**src/rtl/aes_nibble_pkg.sv**
```systemverilog
// Shared constants and FSM state type for the nibble-serial <-> 128-bit AES block link.
// Both the receive-side deserializer and the transmit-side serializer use these.
package aes_nibble_pkg;

  localparam int NIB_W   = 4;
  localparam int NIBBLES = 32;
  localparam int BLK_W   = NIB_W * NIBBLES;
  localparam int CNT_W   = $clog2(NIBBLES);

  typedef enum logic [1:0] {
    COLLECT = 2'd0,
    FULL    = 2'd1,
    DRAIN   = 2'd2
  } state_e;

endpackage

```
**src/rtl/aes_nibble_shreg.sv**
```systemverilog
// Nibble-wide shift register with selectable load direction and synchronous clear.
// next_o exposes the post-shift word so the owner can capture the final nibble in the same cycle.
module aes_nibble_shreg
  import aes_nibble_pkg::*;
#(
  parameter int W         = BLK_W,
  parameter int NW        = NIB_W,
  parameter bit MSB_FIRST = 1'b1
) (
  input  logic          clk,
  input  logic          rst_n,
  input  logic          en_i,
  input  logic          clr_i,
  input  logic [NW-1:0] din_i,
  output logic [W-1:0]  next_o
);

  logic [W-1:0] sr_q, sr_d;

  // MSB_FIRST pushes toward the top so the oldest nibble ends up in the high bits.
  always_comb begin
    if (MSB_FIRST) next_o = {sr_q[W-NW-1:0], din_i};
    else           next_o = {din_i, sr_q[W-1:NW]};
  end

  always_comb begin
    sr_d = sr_q;
    if (clr_i)     sr_d = '0;
    else if (en_i) sr_d = next_o;
  end

  always_ff @(posedge clk or negedge rst_n) begin
    if (!rst_n) sr_q <= '0;
    else        sr_q <= sr_d;
  end

endmodule

```
**src/rtl/aes_nibble_rx.sv**
```systemverilog
// Reassembles a framed 4-bit nibble stream into one 128-bit AES block on a valid/ready port,
// flagging frames that end early (err_short) or run past a full block (err_long).
module aes_nibble_rx #(
  parameter int NIB_W     = aes_nibble_pkg::NIB_W,
  parameter int NIBBLES   = aes_nibble_pkg::NIBBLES,
  parameter bit MSB_FIRST = 1'b1
) (
  input  logic                     clk,
  input  logic                     rst_n,
  input  logic                     nib_valid,
  input  logic [NIB_W-1:0]         nib_data,
  input  logic                     nib_last,
  output logic                     nib_ready,
  output logic                     blk_valid,
  output logic [NIB_W*NIBBLES-1:0] blk_data,
  input  logic                     blk_ready,
  output logic                     err_short,
  output logic                     err_long
);

  import aes_nibble_pkg::*;

  localparam int            BW       = NIB_W * NIBBLES;
  localparam int            CW       = (NIBBLES > 1) ? $clog2(NIBBLES) : 1;
  localparam logic [CW-1:0] CNT_LAST = CW'(NIBBLES - 1);

  state_e        state_q, state_d;
  logic [CW-1:0] cnt_q, cnt_d;
  logic          blk_valid_q, blk_valid_d;
  logic [BW-1:0] blk_data_q, blk_data_d;
  logic          err_short_q, err_short_d;
  logic          err_long_q, err_long_d;
  logic          xfer, handoff, sh_en, sh_clr;
  logic [BW-1:0] sh_next;

  // While a block waits in FULL the link stalls; DRAIN keeps accepting so overrun data is flushed.
  assign nib_ready = (state_q == FULL) ? blk_ready : 1'b1;
  assign xfer      = nib_valid && nib_ready;
  assign handoff   = blk_valid_q && blk_ready;

  aes_nibble_shreg #(
    .W         (BW),
    .NW        (NIB_W),
    .MSB_FIRST (MSB_FIRST)
  ) u_shreg (
    .clk    (clk),
    .rst_n  (rst_n),
    .en_i   (sh_en),
    .clr_i  (sh_clr),
    .din_i  (nib_data),
    .next_o (sh_next)
  );

  always_comb begin
    state_d     = state_q;
    cnt_d       = cnt_q;
    blk_valid_d = blk_valid_q;
    blk_data_d  = blk_data_q;
    err_short_d = 1'b0;
    err_long_d  = 1'b0;
    sh_en       = 1'b0;
    sh_clr      = 1'b0;
    case (state_q)
      COLLECT: begin
        if (xfer) begin
          if (cnt_q == CNT_LAST) begin
            blk_data_d  = sh_next;
            blk_valid_d = 1'b1;
            cnt_d       = '0;
            sh_clr      = 1'b1;
            if (nib_last) begin
              state_d = FULL;
            end else begin
              err_long_d = 1'b1;
              state_d    = DRAIN;
            end
          end else if (nib_last) begin
            err_short_d = 1'b1;
            cnt_d       = '0;
            sh_clr      = 1'b1;
          end else begin
            sh_en = 1'b1;
            cnt_d = cnt_q + 1'b1;
          end
        end
      end
      FULL: begin
        // A nibble accepted alongside the handoff opens the next block with no bubble.
        if (handoff) begin
          blk_valid_d = 1'b0;
          state_d     = COLLECT;
          if (xfer) begin
            if (nib_last) begin
              err_short_d = 1'b1;
              cnt_d       = '0;
              sh_clr      = 1'b1;
            end else begin
              sh_en = 1'b1;
              cnt_d = CW'(1);
            end
          end
        end
      end
      DRAIN: begin
        if (handoff) blk_valid_d = 1'b0;
        if (xfer && nib_last) state_d = (blk_valid_q && !handoff) ? FULL : COLLECT;
      end
      default: state_d = COLLECT;
    endcase
  end

  always_ff @(posedge clk or negedge rst_n) begin
    if (!rst_n) begin
      state_q     <= COLLECT;
      cnt_q       <= '0;
      blk_valid_q <= 1'b0;
      blk_data_q  <= '0;
      err_short_q <= 1'b0;
      err_long_q  <= 1'b0;
    end else begin
      state_q     <= state_d;
      cnt_q       <= cnt_d;
      blk_valid_q <= blk_valid_d;
      blk_data_q  <= blk_data_d;
      err_short_q <= err_short_d;
      err_long_q  <= err_long_d;
    end
  end

  assign blk_valid = blk_valid_q;
  assign blk_data  = blk_data_q;
  assign err_short = err_short_q;
  assign err_long  = err_long_q;

endmodule

```
**config.mk**
```make
export PLATFORM = sky130hd
export DESIGN_NAME = aes_nibble_rx
export DESIGN_NICKNAME = d
export VERILOG_FILES = /design/src/rtl/aes_nibble_pkg.sv /design/src/rtl/aes_nibble_shreg.sv /design/src/rtl/aes_nibble_rx.sv
export SDC_FILE = /design/constraint.sdc
export NUM_CORES = 1
export LEC_CHECK = 0
export CAP_MARGIN = 40
export CORE_MARGIN = 2
export CORE_UTILIZATION = 50
export CTS_CLUSTER_DIAMETER = 200
export DETAILED_ROUTE_END_ITERATION = 8
export HOLD_SLACK_MARGIN = 0.1
export PLACE_DENSITY = 0.77
export RECOVER_POWER = 25
export SYNTH_ARGS = -nofsm -noshare
export SYNTH_HDL_FRONTEND = slang
export SYNTH_HIERARCHICAL = 1
export SYNTH_SLANG_ARGS = --single-unit
```
**constraint.sdc**
```tcl
create_clock -name clk -period 3 [get_ports clk]
set_clock_uncertainty 0.05 [all_clocks]
set_input_delay 0.9 -clock clk [delete_from_list [all_inputs] [get_ports clk]]
set_output_delay 0.9 -clock clk [all_outputs]
set_load 0.02 [all_outputs]
```
# After elaboration in Yosys (flattened, before gate mapping)
# Cells that the tools add are included.
[totals]
rom_bits = 0
register_bits = 262
elab_cells = 70
in_bits = 9
mem_count = 0
latchBits = 0
ramBits = 0
[classes]
multipliers = 0
shift = 0
magnitude_cmp = 0
n_bitwise = 0
add_sub_neg = 1
div = 0
mux = 39
n_reduce_logical = 14
n_eq_ne = 9
[op_table]
columns = ["op", "n"]
rows = [
  ["two-way mux 124 bit", 2],
  ["two-way mux 5 bit", 5],
  ["two-way mux 1 bit", 21],
  ["AND reduction 4 bit", 3],
  ["two-way mux 2 bit", 5],
  ["!= test 2 bit, second input constant", 5],
  ["case mux 5 bit (2 select lines)", 1],
  ["case mux 1 bit (2 select lines)", 4],
  ["case mux 2 bit (3 select lines)", 1],
  ["nonzero test 2 bit", 3],
  ["adder 5 x 1 -> 5 bit, second input constant", 1],
  ["equality test 5 bit, second input constant", 1],
  ["logical AND 1 bit", 4],
  ["AND reduction 3 bit", 1],
  ["equality test 2 x 1 -> 1 bit, second input constant", 1],
  ["equality test 2 bit, second input constant", 1],
  ["logical NOT 2 bit", 1],
  ["!= test 2 x 1 -> 1 bit, second input constant", 1],
  ["OR reduction 2 bit", 1],
  ["logical NOT 1 bit", 1],
]

# Logic depth before layout (Yosys ltp)
[logic_depth]
ltp_word = 8
mapped_depth = 12
depth_no_buf = 8

# Modules after synthesis
# The synthesis kept the hierarchy.
[by_module_without_submodules]
columns = ["mod", "cells_per_inst", "area_per_inst_um2", "n_inst", "seq_area_each_um2"]
rows = [
  ["aes_nibble_rx", 346, 5456.5, 1, 3453.3],
  ["aes_nibble_shreg", 404, 5082.4, 1, 3103.0],
]

# Worst setup path before layout
# Ideal clock, no wire load.
[synth_timing]
path_type = "register to register"
from = "register cnt_q[0]"
to = "register u_shreg.sr_q[101]"
slack_ps = 692
arrival_ps = 2126
path_buffers = 4
required_ps = 2818
stages_incl_launch_ff = 13
path_cell_list = "dfrtp_1 -> ha_1 -> and3_1 -> ha_1 -> clkbuf_1 -> o21ai_0 -> nand2_1 -> nor2_1 -> buf_4 -> buf_8 -> buf_12 -> mux2i_1 -> nor2_1"
[synth_between]
elab_chain_cells = 5
elab_cells_between_ends = 9
classes_between = "eq/ne: 1; mux: 7; reduce/logical: 1"
[synth_lines]
columns = ["element", "line", "text"]
rows = [
  ["start: declaration", "aes_nibble_rx.sv:28", "logic [CW-1:0] cnt_q, cnt_d;"],
  ["start signal: assignment", "aes_nibble_rx.sv:122", "cnt_q <= cnt_d;"],
  ["equality test 5 bit", "aes_nibble_rx.sv:66", "if (cnt_q == CNT_LAST) begin"],
  ["two-way mux 1 bit", "aes_nibble_rx.sv:66", ""],
  ["two-way mux 1 bit", "aes_nibble_rx.sv:65", "if (xfer) begin"],
  ["case mux 1 bit (2 select lines)", "aes_nibble_rx.sv:63", "case (state_q)"],
  ["via sh_en", "aes_nibble_rx.sv:33", "logic xfer, handoff, sh_en, sh_clr;"],
  ["nonzero test 2 bit (no line)", "n/a", ""],
  ["end signal: assignment", "aes_nibble_shreg.sv:34", "else sr_q <= sr_d;"],
  ["end: declaration", "aes_nibble_shreg.sv:18", "logic [W-1:0] sr_q, sr_d;"],
]
# The timed path passes the listed nets, and every way through them passes these cells.
# A chain may end at the register's enable or synchronous reset.

# Final worst setup path
[layout_timing]
from = "input blk_ready"
to = "output nib_ready"
[layout_between]
elab_chain_cells = 1
[layout_lines]
columns = ["element", "line", "text"]
rows = [
  ["start: declaration", "aes_nibble_rx.sv:16", "input logic blk_ready,"],
  ["two-way mux 1 bit", "aes_nibble_rx.sv:37", "assign nib_ready = (state_q == FULL) ? blk_ready : 1'b1;"],
  ["end: declaration", "aes_nibble_rx.sv:13", "output logic nib_ready,"],
]
# Every way passes these cells.

==> impl_metrics.csv <==
group,metric,value,unit
outcome,status,"finished clean",
placed_design,gp_congestion,0.725,
yosys,synth_cells,750,
drt,wl_per_cell,16.8,µm
sta,fin_crit,2930,ps
yosys,synth-seq-cells,262,
run,maxCapViolCount,0,
critical_path,worstPathCellList,"clkdlybuf4s50_1, nand2b_4, dlygate4sd2_1",
sta,rsz0062_at_grt,"false",
clock_network,cts_buffer_depth,3,
power,power.switching,1.93,mW
global_routing,grt_use_total,0.184,
yosys,synth_area_leaders,"dfrtp_1 (62%), mux2_2 (14%), mux2i_1 (12%)",
sta,max-slew-margin-rel,0.209,
global_routing,antenna_found_initial,0,
floorplan,die_w,149,µm
critical_path,worstPathArrival,1980,ps
clock_network,cts.htree.levels,1,
drt,drc,0,
finish,drive_gt1_frac,0.214,
clock_network,postCtsSetupRepairBufs,0,
yosys,ys_seq_area_frac,0.622,
yosys,synth_nets,764,
power,p_seq_frac,0.488,
floorplan,die-area,22300,µm²
placed_design,io_buffers,140,
clock_network,cts_tree,"yes",
finish,nets,907,
sta,finalCritPeriodShare,0.977,
critical_path,end_kind,"output port",
power,p_per_area,596,nW/µm²
floorplan,start_util,0.506,
drt,wl,19900,µm
finish,area_growth,23.2,%
clock_network,root_buffer,"clkbuf_16",
critical_path,critPathLaunchType,"input port",
yosys,synth_cell_types,34,
power,finalPower,7.73,mW
global_routing,grt_max_degree,74,
floorplan,num_rows,53,
sta,hold_violations,0,
clock_network,insertion_delay,510,ps
placed_design,dp_slack,-204,ps
clock_network,cts_buffers,26,
power,p_leak,6.28,nW
drt,drtPass1Iterations,4,
clock_network,cts.sinks,262,
placed_design,dpl.hpwl,12400,µm
power,switching_share,0.250,
sta,setup_violations,0,
sta,layout_setup_ws,68.2,ps
critical_path,worstPathRequired,2050,ps
finish,design_area,13000,µm²
sta,finalMaxSlewViolations,0,
global_routing,grt_first_pass_wirelength,32900,µm
floorplan,die_y,149,µm
power,peakVddDrop,0.000356,V
global_routing,grt_pass1_vias,6240,
drt,via_count,6097,
finish,fin_util,0.624,
yosys,synth_top_area_frac,0.622,
power,power_frac_clock,0.391,
yosys,syn-cell-area,10500,µm²
drt,vias_per_cell,5.14,
critical_path,critPathKind,"input port to output port",
critical_path,slowest_stage,"clkdlybuf4s50_1",
placed_design,placed_cell_area,12200,µm²
critical_path,worst_path_largest_cell_delay,550,ps
yosys,synth_top_area_cell,"dfrtp_1",
floorplan,placeableCoreArea,20800,µm²
critical_path,path_max_fanout,2,
drt,ant_nets,0,
power,combPwrFrac,0.122,
sta,hold_slack,443,ps
yosys,synth_area_per_cell,14.1,µm²
power,power.internal,5.80,mW
hold_path,hold_class,"register to register",
global_routing,grt.overflow.total,0,
floorplan,ios,141,
sta,worst_pin_slew,1190,ps
yosys,ys.warnings.count,6,
drt,drt-initial-drc-count,315,
finish,n_antenna_cell,0,
sta,fmax,341,MHz
clock_network,path_clk_slew,60,ps
sequential cells by signal, summed over array words and instances (netlist names):
signal        flops
blk_data        128
blk_valid         1
cnt_q             5
err_long          1
err_short         1
state_q           2
u_shreg/sr_q    124
power by group through the flow:
stage	logic, mW	registers (mW)	clock network, mW
2_1_floorplan	0.689	3.80	0
3_3_place_gp	0.946	3.83	0
3_5_place_dp	0.966	3.83	0
4_1_cts	0.965	3.77	3.12
5_1_grt	1.03	3.79	3.26
6_report	0.942	3.77	3.02
cell usage after synthesis:
master and count:
dfrtp_1 262, mux2_2 128, nor2_1 127, mux2i_1 125, nand2_1 13, buf_4 11, clkbuf_1 10, buf_6 8
o21ai_0 8, buf_12 6, inv_1 6, clkbuf_8 5, ha_1 5, buf_1 4, buf_2 4, nand3_1 4
a21oi_1 3, a22o_1 2, a31oi_1 2, and3_1 2, nand4_1 2, a32oi_1 1, and2_4 1, buf_8 1
nand2b_4 1, nand3_4 1, nand3b_1 1, nor2b_1 1, nor3_1 1, nor4_1 1, o21ai_1 1, o22ai_1 1
o31a_1 1, or3_1 1
layout by cell type, fill, tap and decap left out, types with 2 or more instances in the layout:
cell | Yosys | final
nand2_1 | 13 | 13
clkbuf_4 | 0 | 3
nand4_1 | 2 | 2
ha_1 | 5 | 5
nand3_1 | 4 | 4
and3_1 | 2 | 2
a31oi_1 | 2 | 2
clkinv_2 | 0 | 5
a21oi_1 | 3 | 2
mux2i_1 | 125 | 125
clkbuf_1 | 10 | 9
mux2_2 | 128 | 128
clkbuf_16 | 0 | 27
nor2_1 | 127 | 126
inv_1 | 6 | 6
a22o_1 | 2 | 2
clkbuf_8 | 5 | 4
buf_12 | 6 | 13
o21ai_0 | 8 | 8
dfrtp_1 | 262 | 262
clkdlybuf4s50_1 | 0 | 138
buf_4 | 11 | 8
cell type report:
cell class / count / area [µm²]
Sequential cell: 262 / 6560
Fill cell: 1624 / 7840
Tap cell: 275 / 344
Clock buffer: 40 / 764
Timing Repair Buffer: 164 / 1740
Clock inverter: 6 / 32.5
Multi-Input combinational cell: 433 / 3530
Inverter: 6 / 22.5
kinds of logic after synthesis:
| logic type | count (synthesis) | share of synthesized area |
|---|---|---|
| AOI/OAI and AO/OA | 19 | 0.0108 |
| adders and majority gates | 5 | 0.00594 |
| buffers and inverters | 55 | 0.0448 |
| DFF | 262 | 0.622 |
| muxes | 253 | 0.255 |
| and+or+nand+nor | 156 | 0.0609 |
final timing paths:
path	from	endpoint	slack, ps	depth (start not counted)
setup reg to reg	cnt_q[0]	u_shreg/sr_q[92]	470	10
setup / recovery	blk_ready	nib_ready	70	3
hold / removal	cnt_q[4]	cnt_q[4]	440	2
hold reg to reg	cnt_q[4]	cnt_q[4]	440	2
max in group asynchronous	rst_n	u_shreg/sr_q[39]	630	2
min in group asynchronous	rst_n	blk_data[110]	570	1
critical path, delay by kind of cell:
family | cells | cell delay (ps)
buffers and inverters | 2 | 930
and+or+nand+nor | 1 | 160
what timing repair did:
item                       4_1_cts  5_1_grt
hold buffers                     0        0
setup endpoints to repair        1        0
gates resized for setup          1        0
per-stage QoR:
step	TNS (ps)	std cells
floorplan	0	750
global placement	-217	1140
detailed placement	-761	1140
CTS	0	1186
global route	0	1186
finish	0	1186
per-layer routing:
layer / global-route usage / wire, µm / up-vias
met5: 0 / 0 / -
met4: 0.0395 / 220 / 0
met3: 0.0361 / 967 / 20
met2: 0.288 / 9350 / 135
met1: 0.269 / 9370 / 3096
li1: - / - / 2846
Note: power is estimated with default switching activity, not from simulation.
